[src/rtl/mem_port_arbiter_pkg.sv]
// Shared types and constants for the two-port unified memory arbiter.
package mem_arb_pkg;

    typedef enum logic [1:0] {
        ST_IDLE  = 2'd0,
        ST_ISSUE = 2'd1,
        ST_WAIT  = 2'd2,
        ST_ACK   = 2'd3
    } arb_state_t;

    localparam logic OWN_CPU = 1'b0;
    localparam logic OWN_AUX = 1'b1;

    localparam int PRIO_RR    = 0;
    localparam int PRIO_FIXED = 1;

endpackage

[src/rtl/mem_port_arbiter_arb2_grant.sv]
// Combinational two-way grant selector: round-robin or CPU-first on a tie.
module arb2_grant
    import mem_arb_pkg::*;
(
    input  logic [1:0] i_reqs,     // [0] = CPU, [1] = AUX
    input  logic       i_last,     // last-served owner code
    input  logic       i_mode,     // 1 = CPU fixed priority
    output logic       o_winner
);

    always_comb begin
        o_winner = OWN_CPU;
        if (i_reqs[1] && !i_reqs[0]) begin
            o_winner = OWN_AUX;
        end else if (i_reqs[1] && i_reqs[0] && !i_mode) begin
            o_winner = ~i_last;
        end
    end

endmodule

[src/rtl/mem_port_arbiter.sv]
// Serialises CPU and AUX accesses onto one synchronous memory port with
// a req/ack handshake per requester and registered outputs throughout.
module mem_port_arbiter
    import mem_arb_pkg::*;
#(
    parameter int DATA_W    = 32,
    parameter int ADDR_W    = 32,
    parameter int LAT       = 1,
    parameter int PRIO_MODE = 0
) (
    input  logic              iCLK,
    input  logic              iRST,
    input  logic              iCpuReq,
    input  logic              iCpuWe,
    input  logic [ADDR_W-1:0] iCpuAddr,
    input  logic [DATA_W-1:0] iCpuWData,
    output logic              oCpuAck,
    output logic [DATA_W-1:0] oCpuRData,
    input  logic              iAuxReq,
    input  logic              iAuxWe,
    input  logic [ADDR_W-1:0] iAuxAddr,
    input  logic [DATA_W-1:0] iAuxWData,
    output logic              oAuxAck,
    output logic [DATA_W-1:0] oAuxRData,
    output logic [ADDR_W-1:0] oMemAddr,
    output logic [DATA_W-1:0] oMemWData,
    output logic              oMemWe,
    output logic              oMemRe,
    input  logic [DATA_W-1:0] iMemRData,
    output logic              oBusy,
    output logic              oOwner
);

    if (LAT < 1 || LAT > 4) begin : g_bad_lat
        $error("mem_port_arbiter: LAT must be in 1..4");
    end

    localparam logic [1:0] CNT_INIT = 2'(LAT - 1);

    arb_state_t        r_state;
    logic [1:0]        r_cnt;
    logic              r_we;
    logic              r_owner;
    logic              r_last;
    logic              r_busy;
    logic [ADDR_W-1:0] r_mem_addr;
    logic [DATA_W-1:0] r_mem_wdata;
    logic              r_mem_we;
    logic              r_mem_re;
    logic              r_cpu_ack;
    logic              r_aux_ack;
    logic [DATA_W-1:0] r_cpu_rdata;
    logic [DATA_W-1:0] r_aux_rdata;

    logic              w_winner;
    logic              w_sel_we;
    logic [ADDR_W-1:0] w_sel_addr;
    logic [DATA_W-1:0] w_sel_wdata;

    arb2_grant u_grant (
        .i_reqs   ({iAuxReq, iCpuReq}),
        .i_last   (r_last),
        .i_mode   (PRIO_MODE == PRIO_FIXED),
        .o_winner (w_winner)
    );

    assign w_sel_we    = (w_winner == OWN_AUX) ? iAuxWe    : iCpuWe;
    assign w_sel_addr  = (w_winner == OWN_AUX) ? iAuxAddr  : iCpuAddr;
    assign w_sel_wdata = (w_winner == OWN_AUX) ? iAuxWData : iCpuWData;

    always_ff @(posedge iCLK or posedge iRST) begin
        if (iRST) begin
            r_state     <= ST_IDLE;
            r_cnt       <= '0;
            r_we        <= 1'b0;
            r_owner     <= OWN_CPU;
            r_last      <= OWN_AUX;
            r_busy      <= 1'b0;
            r_mem_addr  <= '0;
            r_mem_wdata <= '0;
            r_mem_we    <= 1'b0;
            r_mem_re    <= 1'b0;
            r_cpu_ack   <= 1'b0;
            r_aux_ack   <= 1'b0;
            r_cpu_rdata <= '0;
            r_aux_rdata <= '0;
        end else begin
            // Strobes and acks are single-cycle pulses unless set below.
            r_mem_we    <= 1'b0;
            r_mem_re    <= 1'b0;
            r_cpu_ack   <= 1'b0;
            r_aux_ack   <= 1'b0;
            r_cpu_rdata <= '0;
            r_aux_rdata <= '0;
            case (r_state)
                ST_IDLE: begin
                    if (iCpuReq || iAuxReq) begin
                        r_owner     <= w_winner;
                        r_we        <= w_sel_we;
                        r_mem_addr  <= w_sel_addr;
                        r_mem_wdata <= w_sel_wdata;
                        r_mem_we    <= w_sel_we;
                        r_mem_re    <= ~w_sel_we;
                        r_busy      <= 1'b1;
                        r_state     <= ST_ISSUE;
                    end
                end
                ST_ISSUE: begin
                    if (r_we) begin
                        r_cpu_ack <= (r_owner == OWN_CPU);
                        r_aux_ack <= (r_owner == OWN_AUX);
                        r_state   <= ST_ACK;
                    end else begin
                        r_cnt   <= CNT_INIT;
                        r_state <= ST_WAIT;
                    end
                end
                ST_WAIT: begin
                    if (r_cnt == 2'd0) begin
                        // Final wait cycle: memory data is valid now.
                        if (r_owner == OWN_CPU) begin
                            r_cpu_ack   <= 1'b1;
                            r_cpu_rdata <= iMemRData;
                        end else begin
                            r_aux_ack   <= 1'b1;
                            r_aux_rdata <= iMemRData;
                        end
                        r_state <= ST_ACK;
                    end else begin
                        r_cnt <= r_cnt - 2'd1;
                    end
                end
                ST_ACK: begin
                    r_last  <= r_owner;
                    r_busy  <= 1'b0;
                    r_state <= ST_IDLE;
                end
                default: begin
                    r_busy  <= 1'b0;
                    r_state <= ST_IDLE;
                end
            endcase
        end
    end

    assign oCpuAck   = r_cpu_ack;
    assign oCpuRData = r_cpu_rdata;
    assign oAuxAck   = r_aux_ack;
    assign oAuxRData = r_aux_rdata;
    assign oMemAddr  = r_mem_addr;
    assign oMemWData = r_mem_wdata;
    assign oMemWe    = r_mem_we;
    assign oMemRe    = r_mem_re;
    assign oBusy     = r_busy;
    assign oOwner    = r_owner;

endmodule

[config.mk]
export PLATFORM = sky130hd
export DESIGN_NAME = mem_port_arbiter
export DESIGN_NICKNAME = d
export VERILOG_FILES = /design/src/rtl/mem_port_arbiter_pkg.sv /design/src/rtl/mem_port_arbiter_arb2_grant.sv /design/src/rtl/mem_port_arbiter.sv
export SDC_FILE = /design/constraint.sdc
export NUM_CORES = 1
export LEC_CHECK = 0
export ABC_AREA = 1
export ABC_CLOCK_PERIOD_IN_PS = 10800
export CAP_MARGIN = 20
export CORE_MARGIN = 3
export CORE_UTILIZATION = 43
export CTS_CLUSTER_SIZE = 24
export DETAILED_ROUTE_END_ITERATION = 12
export HOLD_SLACK_MARGIN = 0.1
export PLACE_DENSITY = 0.94
export SLEW_MARGIN = 20
export SYNTH_ARGS = -nofsm -noshare
export SYNTH_HDL_FRONTEND = slang
export SYNTH_HIERARCHICAL = 1
export SYNTH_SLANG_ARGS = --single-unit
[constraint.sdc]
create_clock -name iCLK -period 10.8 [get_ports iCLK]
set_input_delay 1.62 -clock iCLK [delete_from_list [all_inputs] [get_ports iCLK]]
set_output_delay 1.62 -clock iCLK [all_outputs]
set_load 0.01 [all_outputs]
==> impl_metrics.py, run 1 <==
metrics = {
    "status": {
        "run_status": "completed",
    },
    "cts": {
        "hold_buffers": 0,
        "cts-root-buf": "clkbuf_16",
        "cts_sinks": 140,
        "cts_max_level": 4,
        "numCtsBuffers": 17,
        "clk_path_buf_depth": 2,
        "clk_pin_slew_ns": 0.06,
        "cts_tree": "built",
        "clk_latency_ns": 0.41,
        "cts_setup_buffers": 0,
        "cts_resized": 0,
    },
    "sta": {
        "period_minus_slack_ns": 3.09,
        "min_period_over_period": 0.286,
        "max_freq_mhz": 324,
        "slew_headroom": 0.511,
        "whs_ns": 0.476,
        "finalHoldViolations": 0,
        "worstMarginPinSlew_ns": 0.733,
        "finalClockSkew_ns": 0.0111,
        "rsz0062_at_grt": "false",
        "maxSlewViolCount": 0,
        "setup_viol": 0,
        "finalSetupTns_ns": 0,
    },
    "power": {
        "pwr-share-seq": 0.350,
        "internal_power_mw": 1.47,
        "sw_frac_of_total": 0.348,
        "pwr-share-clk": 0.252,
        "p_leak_nw": 4.93,
        "vdd_drop_max_uv": 105,
        "pwr_density_cell_nw_per_um2": 236,
        "comb_power_share": 0.397,
        "power.switching_mw": 0.786,
    },
    "finish": {
        "fin_area_sq_um": 9580,
        "fin_util": 0.720,
        "nFillCells": 933,
        "syn_to_final_growth_pct": 63.0,
        "instances_no_fill": 1210,
        "drive_gt1_frac": 0.0445,
        "diodes": 0,
        "final_nets": 1195,
    },
    "synthesis": {
        "async_flop_share": 1.00,
        "synth_largest_area_cell": "dfrtp_1",
        "syn-num-nets": 905,
        "synth_area_leaders": "dfrtp_1 59%, nand2_1 26%, nor2_1 4.7%, inv_1 3.1%, ha_1 1.7%",
        "yosysWarnings": 6,
        "synth_area_sq_um": 5880,
        "ys_ff_latch": 140,
        "synthFlopType": "dfrtp_1",
        "yosysUniqueCellTypes": 21,
        "synth_edf_count": 0,
        "synth_most_common_cell": "nand2_1",
        "synth_commonest_cells": "408 x nand2_1, 139 x dfrtp_1, 74 x nor2_1",
        "yosysSeqAreaShare": 0.596,
        "syn-mean-instance-area_sq_um": 8.04,
        "synth_top_area_share": 0.592,
        "netlist_instances": 731,
    },
    "global_routing": {
        "grt_max_degree": 87,
        "grt_pass1_wl_um": 26400,
        "track_usage": 0.224,
        "antenna_found_initial": 0,
        "gr-total-overflow": 0,
        "first_global_vias": 5379,
    },
    "floorplan": {
        "start_util": 0.442,
        "rows": 42,
        "fp.dieArea_sq_um": 15100,
        "core-area_sq_um": 13300,
        "die_w_um": 123,
        "ioPinCount": 300,
        "dieHeight_um": 123,
    },
    "drt": {
        "postRouteAntennaNets": 0,
        "wl_um": 16900,
        "vias_per_cell": 4.58,
        "wl_per_cell_um": 14.0,
        "drtIter0Drc": 400,
        "first_pass_iters": 4,
        "drc": 0,
        "num_vias": 5543,
    },
    "flow_run": {
        "max_cap_viol_count": 0,
    },
    "setup_path": {
        "slowest_stage": "clkdlybuf4s50_1",
        "start_kind": "primary input",
        "worstPathArrival_ns": 3.42,
        "worst-setup-path-type": "in2reg",
        "cpPeakStageDelay_ns": 0.55,
        "worst-path-max-fanout": 65,
        "path_cells": "clkdlybuf4s50_1, inv_1, nor2_4, buf_4, nand2_1, nand2_1, nor2_1, nor2_1",
        "critPathCaptureType": "flip-flop",
        "cp.required_ns": 11.13,
    },
    "place": {
        "dp_hpwl_um": 12600,
        "portBuffers": 299,
        "dp.cells": 1177,
        "place_congestion": 0.766,
        "placed_area_sq_um": 8970,
    },
    "worst_hold_path": {
        "hold_path_class": "reg2reg",
    },
}
sequential cells by signal, summed over array words and instances (netlist names), 2 cells and up:
signal and flops:
oAuxRData 32, oCpuRData 32, oMemAddr 32, oMemWData 32, r_cnt 2, r_state 2
logic make-up (layout without fill, tap and decap cells):
logic type               after synthesis  in the layout  share of synthesized area
AND/OR/NAND/NOR                      492            492                      0.317
flip-flops                           140            140                      0.596
buffers and inverters                 84            387                     0.0632
adder cells (fa/ha/maj)                8              8                     0.0170
AO/OA/AOI/OAI                          6              6                    0.00575
other                                  1              1                   0.000638
metal layers:
layer	routed length [um]	global-route usage
met1	6030	0.253
met2	8710	0.394
met3	1810	0.0778
met4	389	0.0791
met5	0	0
worst max-delay path: cells and delay by family:
family,cells,cell delay [ns]
and+or+nand+nor,5,0.56
buffers and inverters,3,1.18
worst paths after layout:
kind / depth (start not counted) / end / start / slack (ns)
setup reg to reg: 7 / oMemAddr[28] / r_state[0] / 8.86
hold / removal: 2 / oMemWData[25] / oMemWData[25] / 0.48
max in group asynchronous: 3 / r_state[1] / iRST / 8.08
min in group asynchronous: 2 / oMemAddr[26] / iRST / 1.62
setup / recovery: 8 / r_we / iAuxReq / 7.71
hold reg to reg: 2 / oMemWData[25] / oMemWData[25] / 0.48
cells in the final DEF, fill, tap and decap left out, drive strengths merged:
| cell type | instances |
|---|---|
| a21oi | 3 |
| buf | 6 |
| bufinv | 1 |
| clkbuf | 17 |
| clkdlybuf4s50 | 299 |
| clkinv | 5 |
| clkinvlp | 1 |
| conb | 1 |
| dfrtp | 139 |
| dfstp | 1 |
| ha | 8 |
| inv | 58 |
| nand2 | 408 |
| nand3 | 6 |
| nand4 | 2 |
| nor2 | 75 |
| nor3 | 1 |
| o21ai | 3 |
power groups by stage:
stage / sequential [mW] / combinational (mW) / clock [mW]
floorplan: 0.869 / 0.335 / 0
detailed placement: 0.796 / 0.906 / 0
global placement: 0.789 / 0.880 / 0
CTS: 0.791 / 0.909 / 0.577
global route: 0.812 / 0.989 / 0.606
finish: 0.792 / 0.897 / 0.570
metrics by stage:
step / total power, mW / setup slack, ns
after floorplan: 1.20 / 5.43
after global placement: 1.67 / 7.07
after detailed placement: 1.70 / 6.95
after CTS: 2.28 / 7.36
after global routing: 2.41 / 7.61
final: 2.26 / 7.71
cell type report:
class | instances | area, sq um | share of cell area
multi-input cells | 507 | 2030 | 0.211
well taps | 176 | 220 | 0.0230
inverters | 50 | 193 | 0.0201
flip-flops and latches | 140 | 3500 | 0.366
repair buffers | 305 | 3050 | 0.319
clock inverters | 15 | 156 | 0.0163
clock buffers | 17 | 425 | 0.0444
Power figures use the tool's default switching activity.
==> inputs of run 2 (changes only) <==
--- a/config.mk
+++ b/config.mk
@@ -6,14 +6,14 @@
 export NUM_CORES = 1
 export LEC_CHECK = 0
 export ABC_AREA = 1
-export ABC_CLOCK_PERIOD_IN_PS = 10800
+export ABC_CLOCK_PERIOD_IN_PS = 2900
 export CAP_MARGIN = 20
 export CORE_MARGIN = 3
-export CORE_UTILIZATION = 43
+export CORE_UTILIZATION = 40
 export CTS_CLUSTER_SIZE = 24
 export DETAILED_ROUTE_END_ITERATION = 12
 export HOLD_SLACK_MARGIN = 0.1
-export PLACE_DENSITY = 0.94
+export PLACE_DENSITY = 0.89
 export SLEW_MARGIN = 20
 export SYNTH_ARGS = -nofsm -noshare
 export SYNTH_HDL_FRONTEND = slang
==> constraint.sdc (replaced) <==
create_clock -name iCLK -period 2.9 [get_ports iCLK]
set_input_delay 0.435 -clock iCLK [delete_from_list [all_inputs] [get_ports iCLK]]
set_output_delay 0.435 -clock iCLK [all_outputs]
set_load 0.01 [all_outputs]
==> run 2 against run 1 <==
Net effect: via count fell by 1.0%; sequential cell count did not move; total power increased to 3.8 times the previous value; worst setup slack got worse by 7.0 ns; cell count increased by 0.50%; hold slack worse by 0.14 ns; design area rose by 0.65%; die area rose by 7.1%; sequential power increased to 3.7 times the previous value; first-iteration DRC count fell by 27%; combinational power grew to 3.7 times the previous value; critical path depth fell by 1; largest cell class unchanged.
==> impl_metrics.py, run 2 (synthesis gave the netlist of run 1 again) <==
metrics = {
    "floorplan": {
        "core-area_sq_um": 14100,
        "die_w_um": 127,
        "fp.dieArea_sq_um": 16200,
        "rows": 43,
        "ioPinCount": 300,
        "dieHeight_um": 127,
        "start_util": 0.415,
    },
    "place": {
        "dp_hpwl_um": 12900,
        "pre_cts_ws_ns": 0.516,
        "portBuffers": 299,
        "dp.cells": 1184,
        "place_congestion": 0.859,
    },
    "drt": {
        "wl_um": 17600,
        "postRouteAntennaNets": 0,
        "wl_per_cell_um": 14.5,
        "num_vias": 5485,
        "vias_per_cell": 4.51,
        "drtIter0Drc": 294,
        "first_pass_iters": 4,
        "drc": 0,
    },
    "global_routing": {
        "gr-total-overflow": 0,
        "track_usage": 0.216,
        "first_global_vias": 5399,
        "antenna_found_initial": 0,
        "grt_max_degree": 73,
        "grt_pass1_wl_um": 27500,
    },
    "finish": {
        "diodes": 0,
        "drive_gt1_frac": 0.0444,
        "multiInputGateArea_sq_um": 2020,
        "ff_latch_area_sq_um": 3500,
        "nFillCells": 1045,
        "final_nets": 1197,
        "instances_no_fill": 1216,
        "final_common_cell": "nand2_1",
        "syn_to_final_growth_pct": 64.1,
        "layout_common_cells": "408 x nand2_1, 299 x clkdlybuf4s50_1, 139 x dfrtp_1, 73 x nor2_1, 47 x inv_1",
    },
    "setup_path": {
        "worstPathArrival_ns": 2.56,
        "r2r_start": "r_state[0]",
        "setup.worst_path.end": "oMemWData[5]",
        "worst-path-max-fanout": 39,
        "cp.required_ns": 3.24,
        "ff2ff_setup_slack_ns": 0.68,
        "reg2reg_to": "oMemWData[5]",
        "crit_start": "r_state[0]",
        "start_kind": "flip-flop",
        "critPathCaptureType": "flip-flop",
        "reg2regPathDepth": 7,
        "worst-setup-path-type": "reg2reg",
    },
    "cts": {
        "cts_sinks": 140,
        "hold_buffers": 0,
        "cts_resized": 0,
        "clk_latency_ns": 0.41,
        "clk_pin_slew_ns": 0.06,
        "cts_max_level": 4,
        "clk_path_buf_depth": 2,
        "cts-root-buf": "clkbuf_16",
        "cts_tree": "built",
        "numCtsBuffers": 17,
        "cts_setup_buffers": 0,
    },
    "worst_hold_path": {
        "hold_path_class": "in2async",
    },
    "sta": {
        "max_freq_mhz": 450,
        "finalClockSkew_ns": 0.00499,
        "timing.final.ws_setup_ns": 0.679,
        "rsz0062_at_grt": "false",
        "maxSlewViolCount": 0,
        "finalSetupTns_ns": 0,
        "setup_viol": 0,
        "period_minus_slack_ns": 2.22,
        "whs_ns": 0.338,
        "finalHoldViolations": 0,
        "min_period_over_period": 0.766,
        "slew_headroom": 0.536,
        "worstMarginPinSlew_ns": 0.696,
    },
    "power": {
        "p_leak_nw": 4.95,
        "pwr_density_cell_nw_per_um2": 882,
        "vdd_drop_max_uv": 409,
    },
    "status": {
        "run_status": "completed",
    },
    "flow_run": {
        "max_cap_viol_count": 0,
    },
}
-- run 2: cell count changes in the layout (fill, tap and decap cells not counted), sizes merged --
cell / previous run / this run
clkinv: 5 / 6
clkinvlp: 1 / 4
bufinv: 1 / 3
buf: 6 / 8
inv: 58 / 50
clkbuf: 17 / 19
-- run 2: worst min path at each step --
stage                  start            to  slack [ns]
floorplan           r_cnt[0]      r_cnt[0]        0.44
global placement    r_cnt[1]      r_cnt[1]        0.46
detailed placement  r_cnt[1]      r_cnt[1]        0.46
CTS                     iRST  oAuxRData[8]        0.33
global route            iRST  oCpuRData[9]        0.35
finish                  iRST  oAuxRData[8]        0.34
-- run 2: cell type report --
type                    instances  area share
clock inverters                13      0.0173
inverters                      50      0.0199
repair buffers                307       0.321
clock buffers                  19      0.0459
flip-flops and latches        140       0.363
well taps                     180      0.0234
multi-input cells             507       0.210
-- run 2: critical path, cell delays in order (launching register included) --
cell	delay, ns
dfrtp_1	0.42
inv_1	0.16
ha_1	0.32
inv_2	0.08
nor2_4	0.51
buf_4	0.46
nand2_1	0.10
nand2_1	0.08
-- run 2: per-stage QoR --
stage | power (mW) | area, sq um | utilization
finish | 8.50 | 9640 | 0.681
floorplan | 4.48 | 5880 | -
CTS | 8.59 | 9640 | 0.681
global route | 9.03 | 9640 | 0.681
detailed placement | 6.34 | 9030 | 0.638
global placement | 6.24 | 9030 | 0.638
-- run 2: routing by layer --
layer / global-route usage / part of all wire / wire length, um / vias to the layer above
met1: 0.247 / 0.38 / 6680 / 2497
met3: 0.0727 / 0.088 / 1550 / 25
li1: - / - / - / 2730
met2: 0.387 / 0.52 / 9140 / 233
met4: 0.0593 / 0.015 / 264 / 0
met5: 0 / 0 / 0 / -
-- run 2: power breakdown --
part | switching (mW) | internal, mW | total [mW]
combinational | 1.67 | 1.67 | 3.34
sequential | 0.344 | 2.61 | 2.95
clock | 0.828 | 1.38 | 2.21
